[config.mk]
export PLATFORM = sky130hd
export DESIGN_NAME = fsm_ring_seq_flat
export DESIGN_NICKNAME = d
export VERILOG_FILES = /design/src/rtl/fsm_ring_seq_if.sv /design/src/rtl/fsm_ring_seq.sv /design/src/flat_wrapper.sv
export SDC_FILE = /design/constraint.sdc
export NUM_CORES = 1
export LEC_CHECK = 0
export CAP_MARGIN = 0
export CORE_AREA = 2 2 39 41
export CTS_BUF_LIST = sky130_fd_sc_hd__clkbuf_16
export CTS_CLUSTER_DIAMETER = 30
export CTS_CLUSTER_SIZE = 8
export DETAILED_ROUTE_END_ITERATION = 7
export DIE_AREA = 0 0 41 43
export GPL_TIMING_DRIVEN = 0
export MAX_ROUTING_LAYER = met4
export PLACE_DENSITY_LB_ADDON = 0.05
export SETUP_SLACK_MARGIN = 0.2
export SYNTH_ARGS = -nofsm -noshare
export SYNTH_HDL_FRONTEND = slang
export SYNTH_SLANG_ARGS = --single-unit
[constraint.sdc]
create_clock -name clk -period 2.41 [get_ports clk]
set_input_delay 0.482 -clock clk [delete_from_list [all_inputs] [get_ports clk]]
set_output_delay 0.482 -clock clk [all_outputs]
set_load 0.05 [all_outputs]
[src/rtl/fsm_ring_seq_if.sv]
// Command/status bundle for the ring sequencer.
// FSM_RING_RANGE_CHECK_EN adds the sticky err flag.
interface fsm_ring_seq_if #(
  parameter int STATE_W   = 2,
  parameter int OUT_WIDTH = 2
);
  logic [1:0]           in;
  logic [STATE_W-1:0]   jump_target;
  logic [OUT_WIDTH-1:0] out;
  logic [STATE_W-1:0]   state;
  logic                 busy;
  logic                 changed;
  logic                 timeout;
`ifdef FSM_RING_RANGE_CHECK_EN
  logic                 err;

  modport master (
    output in, jump_target,
    input  out, state, busy, changed, timeout, err
  );
  modport slave (
    input  in, jump_target,
    output out, state, busy, changed, timeout, err
  );
`else
  modport master (
    output in, jump_target,
    input  out, state, busy, changed, timeout
  );
  modport slave (
    input  in, jump_target,
    output out, state, busy, changed, timeout
  );
`endif
endinterface

[src/rtl/fsm_ring_seq.sv]
// N-state ring sequencer with dwell interlock and auto-advance.
// FSM_RING_RANGE_CHECK_EN: reject out-of-range jumps and flag err.
module fsm_ring_seq #(
  parameter int NUM_STATES  = 4,
  parameter int OUT_WIDTH   = 2,
  parameter int RESET_STATE = 1,
  parameter int MIN_DWELL   = 2,
  parameter int TIMEOUT     = 8
) (
  input logic           clk,
  input logic           rst,
  fsm_ring_seq_if.slave bus
);
  localparam int STATE_W = (NUM_STATES > 1) ? $clog2(NUM_STATES) : 1;
  localparam int DW  = (MIN_DWELL > TIMEOUT) ? MIN_DWELL : TIMEOUT;
  localparam int CW  = (DW > 0) ? $clog2(DW + 1) : 1;
  localparam int OW1 = ((STATE_W > OUT_WIDTH) ? STATE_W : OUT_WIDTH) + 1;

  typedef logic [STATE_W-1:0] st_t;
  typedef logic [STATE_W:0]   stw_t;
  typedef logic [CW-1:0]      cnt_t;

  typedef enum logic [1:0] {
    CMD_HOLD = 2'h0,
    CMD_ADV  = 2'h1,
    CMD_RET  = 2'h2,
    CMD_JMP  = 2'h3
  } cmd_e;

  localparam st_t  LAST   = st_t'(NUM_STATES - 1);
  localparam st_t  RST_ST = st_t'(RESET_STATE);
  localparam stw_t N_W    = stw_t'(NUM_STATES);
  localparam cnt_t MIN_C  = cnt_t'(MIN_DWELL);
  localparam cnt_t DW_C   = cnt_t'(DW);
  localparam cnt_t TO_C   = cnt_t'(TIMEOUT - 1);

  if (NUM_STATES < 2) begin : g_chk_n
    $error("NUM_STATES must be >= 2");
  end
  if (RESET_STATE >= NUM_STATES) begin : g_chk_rs
    $error("RESET_STATE out of range");
  end
  if (!(TIMEOUT == 0 || TIMEOUT > MIN_DWELL)) begin : g_chk_to
    $error("TIMEOUT must be 0 or greater than MIN_DWELL");
  end

  st_t  state_q, state_d;
  cnt_t dwell_q, dwell_d;
  logic changed_q, changed_d;
  logic timeout_q, timeout_d;
  logic err_q, err_d;

  cmd_e cmd;
  logic busy, accept, tmo, st_bad, jt_oor;
  st_t  adv, ret;

  always_comb begin
    cmd    = cmd_e'(bus.in);
    busy   = dwell_q < MIN_C;
    accept = !busy && cmd != CMD_HOLD;
    tmo    = (TIMEOUT > 0) && cmd == CMD_HOLD
             && !busy && dwell_q == TO_C;
    st_bad = {1'b0, state_q} >= N_W;
    jt_oor = {1'b0, bus.jump_target} >= N_W;
    adv    = (state_q == LAST) ? '0 : state_q + 1'b1;
    ret    = (state_q == '0) ? LAST : state_q - 1'b1;

    state_d   = state_q;
    err_d     = err_q;
    timeout_d = 1'b0;

    unique case (1'b1)
      st_bad:
        state_d = RST_ST;
      !st_bad && accept && cmd == CMD_ADV:
        state_d = adv;
      !st_bad && accept && cmd == CMD_RET:
        state_d = ret;
      !st_bad && accept && cmd == CMD_JMP: begin
`ifdef FSM_RING_RANGE_CHECK_EN
        if (jt_oor) err_d = 1'b1;
        else        state_d = bus.jump_target;
`else
        state_d = jt_oor ? LAST : bus.jump_target;
`endif
      end
      !st_bad && tmo: begin
        state_d   = adv;
        timeout_d = 1'b1;
      end
      default: ;
    endcase

    changed_d = state_d != state_q;
    if (changed_d)            dwell_d = '0;
    else if (dwell_q == DW_C) dwell_d = dwell_q;
    else                      dwell_d = dwell_q + 1'b1;
  end

  always_ff @(posedge clk) begin
    if (rst) begin
      state_q   <= RST_ST;
      dwell_q   <= MIN_C;
      changed_q <= 1'b0;
      timeout_q <= 1'b0;
      err_q     <= 1'b0;
    end else begin
      state_q   <= state_d;
      dwell_q   <= dwell_d;
      changed_q <= changed_d;
      timeout_q <= timeout_d;
      err_q     <= err_d;
    end
  end

  assign bus.state   = state_q;
  assign bus.out     = OUT_WIDTH'(OW1'(state_q) + OW1'(1));
  assign bus.busy    = busy;
  assign bus.changed = changed_q;
  assign bus.timeout = timeout_q;
`ifdef FSM_RING_RANGE_CHECK_EN
  assign bus.err     = err_q;
`else
  logic unused_err;
  assign unused_err = err_q ^ err_d;
`endif
endmodule
[src/flat_wrapper.sv]
// flat-port wrapper written by rule: the top's interface ports become plain ports
module fsm_ring_seq_flat 
#(
  parameter int NUM_STATES  = 4,
  parameter int OUT_WIDTH   = 2,
  parameter int RESET_STATE = 1,
  parameter int MIN_DWELL   = 2,
  parameter int TIMEOUT     = 8
)
  (clk, rst, bus_in, bus_jump_target, bus_out, bus_state, bus_busy, bus_changed, bus_timeout);
  fsm_ring_seq_if #(.OUT_WIDTH(OUT_WIDTH)) bus_i ();
  input logic clk;
  input logic rst;
  input wire logic [$bits(bus_i.in)-1:0] bus_in;
  input wire logic [$bits(bus_i.jump_target)-1:0] bus_jump_target;
  output wire logic [$bits(bus_i.out)-1:0] bus_out;
  output wire logic [$bits(bus_i.state)-1:0] bus_state;
  output wire logic [$bits(bus_i.busy)-1:0] bus_busy;
  output wire logic [$bits(bus_i.changed)-1:0] bus_changed;
  output wire logic [$bits(bus_i.timeout)-1:0] bus_timeout;
  assign bus_i.in = bus_in;
  assign bus_i.jump_target = bus_jump_target;
  assign bus_out = bus_i.out;
  assign bus_state = bus_i.state;
  assign bus_busy = bus_i.busy;
  assign bus_changed = bus_i.changed;
  assign bus_timeout = bus_i.timeout;
  fsm_ring_seq #(.NUM_STATES(NUM_STATES), .OUT_WIDTH(OUT_WIDTH), .RESET_STATE(RESET_STATE), .MIN_DWELL(MIN_DWELL), .TIMEOUT(TIMEOUT)) u_core (.clk(clk), .rst(rst), .bus(bus_i));
endmodule
**Word-level counts from Yosys, hierarchy flattened**

Index checks and enable logic that the tools add are counted.

- Word-level logic and storage cells: 36
- Input bits: 6
- Output and inout bits: 7
- Register bits after elaboration: 8

- Add/subtract/negate cells: 4
- Reduce and logical (&&, ||, !) cells: 12
- Equality and inequality tests: 8
- Order comparisons: 1
- Muxes and demuxes: 6

Operators by type and width:

| cell | number |
|---|---|
| $mux W2 | 4 |
| $eq A2 B2 Y1 const B | 3 |
| $logic_and A1 B1 Y1 | 6 |
| $pmux W2 S3 | 1 |
| $add A2 B1 Y2 const B | 2 |
| $add A4 B1 Y4 const B | 1 |
| $eq A4 B3 Y1 const B | 1 |
| $eq A4 B4 Y1 const B | 1 |
| $logic_not A2 Y1 | 2 |
| $lt A4 B2 Y1 const B | 1 |
| $reduce_or A2 Y1 | 2 |
| $eq A2 B1 Y1 const B | 1 |
| $ne A2 B1 Y1 const B | 1 |
| $ne A2 B2 Y1 | 1 |
| $reduce_bool A2 Y1 | 1 |
| $sub A2 B1 Y2 const B | 1 |
| $logic_not A1 Y1 | 1 |
| $mux W1 | 1 |

**Logic depth before layout (Yosys ltp)**

Gate-level depths: netlist of the first run.

- Depth after elaboration: 8
- Mapped depth: 7

**Least setup slack after synthesis of the first run**

Ideal clock, no wire load.

- Path type: reg2reg
- From: register u_core.state_q[0] (netlist: u_core.bus.state[0])
- To: register u_core.dwell_q[0]
- Library setup time: 92 ps
- Arrival time: 2744 ps
- Clock period less this slack: 2835 ps
- Required time: 2318 ps
- Setup slack: -425 ps
- Path buffers: 0
- Cell stages (with the launch flop): 8
- Path through: dfxtp_1 -> inv_1 -> ha_1 -> nand2b_1 -> o22a_1 -> o211ai_2 -> mux2_4 -> nor4_1

- Cells in the longest elaborated chain, start to end: 5

RTL lines:

| item | line | text |
|---|---|---|
| start: declaration | fsm_ring_seq.sv:47 | `st_t state_q, state_d;` |
| start signal: assignment | fsm_ring_seq.sv:108 | `state_q <= state_d;` |
| $add A2 B1 Y2 (tied with other cells) | fsm_ring_seq.sv:65 | `adv = (state_q == LAST) ? '0 : state_q + 1'b1;` |
| $mux W2 (on tied branches) | fsm_ring_seq.sv:65, fsm_ring_seq.sv:66 |  |
| $pmux W2 S3 | fsm_ring_seq.sv:72 | `unique case (1'b1)` |
| $ne A2 B2 Y1 (*) | fsm_ring_seq.sv:94 | `changed_d = state_d != state_q;` |
| $reduce_or A2 Y1 (no source line) (*) | - |  |
| end signal: assignment | fsm_ring_seq.sv:109 | `dwell_q <= dwell_d;` |
| end: declaration | fsm_ring_seq.sv:48 | `cnt_t dwell_q, dwell_d;` |

Every way passes the cells marked *; elsewhere a longest branch is shown, timed or not.
A chain may end at the register's enable or synchronous reset.

**Final worst setup path of the first run**

- From: input port bus_in[0]
- To: register u_core.dwell_q[1]

- Cells in the longest elaborated chain, start to end: 7

RTL lines:

| item | line | text |
|---|---|---|
| start: declaration | flat_wrapper.sv:14 | `input wire logic [$bits(bus_i.in)-1:0] bus_in;` |
| $reduce_bool A2 Y1 / $logic_not A2 Y1 (equally long branches) | fsm_ring_seq.sv:60, fsm_ring_seq.sv:61 |  |
| $logic_and A1 B1 Y1 (on tied branches) | fsm_ring_seq.sv:60, fsm_ring_seq.sv:62 |  |
| $logic_and A1 B1 Y1 (on tied branches) | fsm_ring_seq.sv:75, fsm_ring_seq.sv:62 |  |
| $reduce_or A2 Y1 (no source line) | - |  |
| $pmux W2 S3 (*) | fsm_ring_seq.sv:72 |  |
| $ne A2 B2 Y1 (*) | fsm_ring_seq.sv:94 |  |
| $ne A2 B1 Y1 (no source line) / $mux W2 (equally long branches) | - |  |

Marked as above.

==> metrics.txt, run 1 <==
status complete, no violations; clock share of power 0.251; unique cell type count in the Yosys netlist 36; Internal 635 uW; Non-Filler Instances 95; crit path max-delay cell type clkdlybuf4s50_1; P_sw 496 uW; worst r2r dst u_core.dwell_q[3]; Tmin final 2.11 ns; MaxCap Viol Count 0; Clock Latency Late Sink 0.23 ns; Cell Area, Synth 587 sq um; CP Data Required Time 2.52 ns; Reg2Reg Setup Slack 0.49 ns; Reg clk slew, reported paths 0.04 ns; CP Capture Point u_core.dwell_q[1]; wire length per cell 13.1 microns; Comb power frac 0.547; ANT cells 0; multi-input logic area 393 sq um; fmax 475 MHz; Initial Utilization 0.424; Fin Clk Skew 0.00117 ns; critical path arrival 2.22 ns; die area 1760 sq um; max-slew violations 0; setup TNS 0 ns; simple-gate share of the synthesized area 0.198; post-synthesis compound-gate area fraction 0.292; Worst Hold Class reg -> reg; commonest non-fill, non-tap cell in the layout clkdlybuf4s50_1; port buffer count 11; Reg area 164 sq um; 1st-iter DRT viols 8; core area 1380 sq um; Mapped Nets 74; CP Depth 6; CP Capture Type flop; largest net degree at the start of global routing 10; CTS tree built; first-pass GRT wire length 2010 microns; Critical Path Max Stage Delay 0.62 ns; reg2reg start u_core.dwell_q[1]; Net Sw Frac 0.438; RePlAce Congestion 0.734; Synth warnings 0; total power 1.13 mW; WP buf/inv 1; first-pass iteration count of the detailed router 4; FILL cells 123; crit path kind in -> reg; Rows 14; XOR/XNOR Fraction of Synth Area 0.0299; unrepaired setup endpoints after global routing no; #FFs+latches synth 8; grt ovf 0; Avg Inst Size Synth 9.17 sq um; clk sinks 8; Crit Path Max Fanout 8; Adder-Cell Fraction of Synth Area 0.0853; sequential-to-total area share from yosys stat 0.273; delay-heaviest family, CP compound AO/OA/AOI/OAI gates; R2R cell count 6; drt drc 0; Cell Count Post-Placement 91; power per cell area 1390 nW/um^2; vias in the first global route 470; ANT nets after route 0; GRT Util Overall 0.178; total CTS buffers 3; pre-CTS WS 0.103 ns; share of cells above drive strength 1 0.203; Clock Root Buffer clkbuf_16; most frequent cells in the layout clkdlybuf4s50_1 (9), inv_1 (8), dfxtp_1 (7); Die Ht 43 microns; Post-Route WL 1240 microns; Syn-to-layout area delta 38.6%; number of antenna violations at the first check in global routing 0; Leak 0.316 nW; vias per cell 5.66; largest family of logic cells by synthesized area compound AO/OA/AOI/OAI gates; num ports 13; part of the power in registers 0.201; detailed placement HPWL 909 microns; clock buffer depth 2; # setup viols final 0; final hold vios 0; crit path cell chain clkdlybuf4s50_1 -> o21ai_1 -> or3_1 -> a311o_1 -> o21ai_2 -> o31ai_1; synthesized instance count 64; setup bufs post-CTS 0; VDD IR max 0.802 mV; H-tree levels 1; Startpoint Class primary input; routed vias 538; Die X 41 microns; Final WS setup 0.303 ns; Worst Setup SP bus_in[0]; fraction of the cycle the final worst path needs 0.874; post-synthesis mux area share 0.0426; nets 90; Worst-Margin Slew 0.490 ns; relative slew slack 0.672
layout make-up:
type	count	share of cell area
clock inverters	1	0.00462
multi-input cells	46	0.483
repair buffers	11	0.132
plain buffers	2	0.0200
flip-flops and latches	8	0.202
clock buffers	3	0.0923
well taps	16	0.0246
inverters	8	0.0415
metrics by stage:
step / cell area (sq um) / util / hold slack (ns)
final: 813 / 0.588 / 0.535
after detailed placement: 737 / 0.533 / 0.530
after global routing: 813 / 0.588 / 0.562
after CTS: 813 / 0.588 / 0.542
after global placement: 737 / 0.533 / 0.528
after floorplan: 607 / - / 0.549
flip-flops by register name (all words and copies together), names as in the netlist:
name                count
u_core.dwell_q          4
u_core.bus.state        2
u_core.bus.changed      1
u_core.bus.timeout      1
routing by layer:
layer,share of wire,vias up,track usage
met2,0.47,18,0.234
met1,0.47,250,0.230
met4,0,0,0.0600
met3,0.063,0,0.0942
met5,0,-,-
li1,-,270,-
cells in the mapped netlist:
cell       count  area share
nor2b_1        1       0.011
buf_2          1      0.0085
buf_6          1       0.019
nor3_2         1       0.017
o211ai_1       1       0.013
nand2b_1       2       0.021
mux2_4         1       0.026
a21oi_1        2       0.017
o21a_1         1       0.013
o22a_1         2       0.030
nor2_1         4       0.026
o21ai_1        1      0.0085
o31ai_1        1       0.013
xnor2_1        1       0.015
o221ai_1       1       0.015
o2111ai_2      1       0.026
a311o_1        1       0.017
inv_1          8       0.051
o22ai_4        1       0.034
o22a_2         1       0.017
a211oi_1       2       0.026
mux2i_1        1       0.017
ha_1           4       0.085
dfxtp_1        8        0.27
nand3b_1       1       0.013
o211ai_2       1       0.021
nor4bb_1       1       0.017
nor4_1         3       0.032
a211o_1        1       0.015
or3_1          1       0.011
o21ai_2        1       0.015
nor2b_2        1       0.015
xor2_1         1       0.015
or2_1          1       0.011
nand3_1        3       0.026
a21o_1         1       0.013
cells by family (layout without fill, tap and decap cells):
logic type	Yosys count	in the layout
AND/OR/NAND/NOR	19	19
buffers and inverters	10	25
XOR/XNOR	2	2
AO/OA/AOI/OAI	19	19
multiplexers	2	2
flip-flops	8	8
adder cells (fa/ha/maj)	4	4
power by group through the flow:
stage               clock, mW  combinational [mW]  sequential, mW
global placement            0               0.632           0.229
finish                  0.284               0.619           0.228
floorplan                   0               0.430           0.289
CTS                     0.291               0.624           0.228
detailed placement          0               0.636           0.231
global route            0.297               0.670           0.236
worst min path at each step:
stage / end / depth (start not counted) / start / slack, ns
2_1_floorplan: u_core.dwell_q[0] / 2 / u_core.dwell_q[0] / 0.55
3_3_place_gp: u_core.bus.state[0] / 1 / u_core.bus.state[0] / 0.53
3_5_place_dp: u_core.bus.state[0] / 1 / u_core.bus.state[0] / 0.53
4_1_cts: u_core.bus.state[0] / 1 / u_core.bus.state[0] / 0.54
5_1_grt: u_core.bus.state[0] / 1 / u_core.bus.state[0] / 0.56
6_report: u_core.bus.state[0] / 1 / u_core.bus.state[0] / 0.54
what timing repair did:
action,CTS,global route
endpoints found under the setup margin,2,0
hold buffers,0,0
resized for setup,2,0
No activity file was read; power rests on OpenSTA's default activity.
==> run 2, diff against run 1 <==
- GPL_TIMING_DRIVEN: 0 -> default
==> metrics.txt, run 2 (synthesized netlist as in run 1, its figures left out) <==
status complete, no violations; RePlAce Congestion 0.734; relative slew slack 0.672; CP Capture Point bus_busy; Final Cell Area 825 sq um; setup bufs post-CTS 0; wire length per cell 13.5 microns; Initial Utilization 0.424; final hold slack 0.546 ns; Non-Filler Instances 95; CTS tree built; Worst Hold Class reg -> reg; 1st-iter DRT viols 10; hold buffer count at CTS 0; clk sinks 8; # setup viols final 0; Fin Clk Skew 0.00582 ns; Reg2Reg Setup Slack 0.47 ns; total CTS buffers 3; largest register by flop count u_core.dwell_q; CP Data Required Time 1.93 ns; core area 1380 sq um; power per cell area 1400 nW/um^2; critical path arrival 1.54 ns; first-pass GRT wire length 2040 microns; nets 90; Tmin final 2.03 ns; VDD IR max 0.856 mV; Rows 14; number of antenna violations at the first check in global routing 0; hold path start u_core.bus.state[0]; crit path max-delay cell type dlygate4sd2_1; WP buf/inv 1; Post-Route WL 1280 microns; Syn-to-layout area delta 40.5%; Critical Path Max Stage Delay 0.58 ns; Worst-Margin Slew 0.490 ns; final hold vios 0; Clock Latency Late Sink 0.24 ns; drt drc 0; Clock Root Buffer clkbuf_16; num ports 13; Crit Path Max Fanout 7; Leak 0.333 nW; area post-placement 736 sq um; reg2reg start u_core.dwell_q[1]; crit path cell chain nor3_2 -> dlygate4sd2_1; vias in the first global route 459; ANT nets after route 0; delay-heaviest family, CP buffers and inverters; unrepaired setup endpoints after global routing no; fraction of the cycle the final worst path needs 0.841; routed vias 544; port buffer count 12; max-slew violations 0; H-tree levels 1; Reg clk slew, reported paths 0.04 ns; ANT cells 0; CP Capture Type primary output; share of cells above drive strength 1 0.215; MaxCap Viol Count 0; die area 1760 sq um; setup TNS 0 ns; CP Depth 2; Die Ht 43 microns; clock buffer depth 2; crit path kind reg -> out; Cell Count Post-Placement 91; detailed placement HPWL 912 microns; most frequent cells in the layout inv_1 (8), clkdlybuf4s50_1 (8), dfxtp_1 (7); R2R cell count 6; first-pass iteration count of the detailed router 4; worst r2r dst u_core.dwell_q[3]; vias per cell 5.73; max reg flops 4; largest net degree at the start of global routing 10; grt ovf 0; Startpoint Class flop; Die X 41 microns; Worst Setup SP u_core.dwell_q[3]; fmax 493 MHz; GRT Util Overall 0.179
## run 2: what timing repair did
item                                    CTS  global route
gates resized for setup                   1             3
gates cloned                              0             0
endpoints found under the setup margin    1             2
## run 2: layout make-up
type | count | area [sq um]
Clock buffer | 3 | 75.1
Clock inverter | 1 | 3.75
Fill cell | 123 | 559
Inverter | 8 | 33.8
Multi-Input combinational cell | 46 | 399
Sequential cell | 8 | 164
Tap cell | 16 | 20.0
Timing Repair Buffer | 13 | 129
## run 2: worst reg2reg max path, cell delays in order (launching register included)
cell and delay [ns]:
dfxtp_1 0.45, ha_1 0.21, nor2b_2 0.27, o2111ai_2 0.14
o211ai_2 0.13, mux2_4 0.36, nor4_1 0.29
## run 2: metrics by stage
| step | utilization | power (mW) | setup slack, ns |
|---|---|---|---|
| 2_1_floorplan | - | 0.719 | 0.201 |
| 3_3_place_gp | 0.532 | 0.864 | 0.107 |
| 3_5_place_dp | 0.532 | 0.870 | 0.103 |
| 4_1_cts | 0.588 | 1.16 | 0.275 |
| 5_1_grt | 0.596 | 1.22 | 0.304 |
| 6_report | 0.596 | 1.16 | 0.383 |
## run 2: power by group
part	total [mW]	switching (mW)	internal, mW	leakage, nW
clock network	0.287	0.0708	0.217	0.0423
logic	0.637	0.386	0.251	0.225
registers	0.232	0.0532	0.178	0.0660
total	1.16	0.510	0.646	0.333
## run 2: worst min path at each step
stage	end	slack (ns)	cells after the start
final	u_core.bus.state[0]	0.55	1
after floorplan	u_core.dwell_q[0]	0.55	2
after detailed placement	u_core.bus.state[0]	0.54	1
after global placement	u_core.bus.state[0]	0.53	1
after global routing	u_core.bus.state[0]	0.58	1
after CTS	u_core.bus.state[0]	0.55	1
## run 2: layer usage
metal | up-vias | global-route usage | routed length [microns]
li1 | 271 | - | -
met1 | 257 | 0.250 | 612
met2 | 13 | 0.225 | 590
met3 | 3 | 0.0471 | 57
met4 | 0 | 0.100 | 23
met5 | - | - | 0
==> run 3, diff against run 2 <==
- CORE_AREA: 2 2 39 41 -> default
- CORE_UTILIZATION: default -> 43
- DIE_AREA: 0 0 41 43 -> default
- clock period: 2.41 -> 1.7 ns (I/O delays scaled with it)
==> metrics.txt, run 3 (synthesized netlist as in run 1, its figures left out) <==
status complete, but fails checks; failing checks negative setup slack; Worst-Margin Slew 0.357 ns; final hold slack 0.688 ns; Rows 12; pre-CTS WS -0.431 ns; WP buf/inv 1; Die X 38.9 microns; die area 1520 sq um; CP Data Required Time 1.83 ns; Initial Utilization 0.495; most frequent cells in the layout buf_4 (19), inv_1 (8), buf_6 (5); Final WS setup -0.131 ns; Crit Path Max Fanout 5; share of cells above drive strength 1 0.541; clk sinks 8; first-pass GRT wire length 2790 microns; port buffer count 12; CTS tree built; max-slew violations 0; GRT Util Overall 0.298; crit path kind reg -> reg; Startpoint Class flop; max reg flops 4; Tmin final 1.83 ns; Fin Clk Skew 0.00117 ns; Critical Path Max Stage Delay 0.38 ns; RePlAce Congestion 0.743; total CTS buffers 3; largest register by flop count u_core.dwell_q; grt ovf 0; H-tree levels 1; VDD IR max 1.81 mV; fraction of the cycle the final worst path needs 1.08; Post-Route WL 2110 microns; ANT nets after route 0; detailed placement HPWL 1140 microns; delay-heaviest family, CP multiplexers; vias in the first global route 661; Clock Latency Late Sink 0.23 ns; commonest non-fill, non-tap cell in the layout buf_4; ANT cells 0; Syn-to-layout area delta 81.9%; core area 1190 sq um; Worst Hold Class reg -> reg; critical path arrival 1.96 ns; routed vias 673; Clock Root Buffer clkbuf_16; first-pass iteration count of the detailed router 4; power per cell area 2150 nW/um^2; nets 109; Die Ht 38.9 microns; FILL cells 47; fmax 546 MHz; relative slew slack 0.761; Leak 0.443 nW; clock buffer depth 2; largest net degree at the start of global routing 10; setup TNS -0.566 ns; unrepaired setup endpoints after global routing yes; number of antenna violations at the first check in global routing 0; drt drc 0; CP Capture Type flop; final hold vios 0; crit path cell chain clkinvlp_4 -> ha_4 -> nand2b_4 -> o22a_1 -> o211ai_2 -> mux2_4 -> nor4_2; num ports 13; # setup viols final 6; MaxCap Viol Count 0; wire length per cell 18.9 microns; vias per cell 6.01; 1st-iter DRT viols 24; Reg clk slew, reported paths 0.04 ns; crit path max-delay cell type mux2_4
run 3: cell count changes in the layout (fill, tap and decap cells not counted), moves of 3 or more:
| cell | change |
|---|---|
| buf_4 | +17 |
| buf_6 | +5 |
| clkdlybuf4s50_1 | -5 |
| buf_12 | +3 |
| dfxtp_1 | -3 |
| dfxtp_2 | +3 |
run 3: worst register-to-register path, stage by stage, from the launching register on:
cell and delay, ns:
dfxtp_4 0.36, clkinvlp_4 0.10, ha_4 0.33, nand2b_4 0.06, o22a_1 0.19, o211ai_2 0.10
mux2_4 0.38, nor4_2 0.21
run 3: area by class of cell:
cell class | count | area [sq um] | share of cell area
tap | 14 | 17.5 | 0.0164
sequential | 8 | 168 | 0.157
clock buffer | 3 | 75.1 | 0.0703
timing repair buffer | 32 | 307 | 0.287
inverter | 8 | 33.8 | 0.0317
clock inverter | 1 | 3.75 | 0.00352
multi-input combinational | 46 | 463 | 0.434
run 3: power breakdown:
part           switching, mW  internal [mW]  leakage [nW]
Clock                  0.103          0.307        0.0423
Combinational          0.811          0.761         0.334
Sequential            0.0567          0.258        0.0666
run 3: path summary, 6_finish.rpt:
check,to,slack [ns],start,cells past startpoint
setup reg to reg,u_core.dwell_q[2],-0.13,u_core.bus.state[0],7
hold reg to reg,u_core.bus.timeout,0.69,u_core.dwell_q[3],2
setup / recovery,u_core.dwell_q[2],-0.13,u_core.bus.state[0],7
hold / removal,u_core.bus.timeout,0.69,u_core.dwell_q[3],2
run 3: per-layer routing:
layer / GRT usage / part of all wire / vias up
met2: 0.513 / 0.50 / 39
met3: 0.116 / 0.094 / 12
li1: - / - / 304
met1: 0.285 / 0.36 / 318
met4: 0.155 / 0.045 / 0
met5: - / 0 / -
run 3: what timing repair did:
action,CTS,global route
setup buffers,5,1
hold buffers,0,0
pin swaps,10,2
resized for setup,15,7
endpoints found under the setup margin,9,9
run 3: metrics by stage:
stage | cells | power [mW] | cell area [sq um] | util
2_1_floorplan | 64 | 1.03 | 613 | -
3_5_place_dp | 102 | 1.52 | 860 | 0.725
3_3_place_gp | 102 | 1.50 | 860 | 0.725
6_report | 112 | 2.30 | 1070 | 0.900
4_1_cts | 111 | 2.11 | 1030 | 0.869
5_1_grt | 112 | 2.37 | 1070 | 0.900
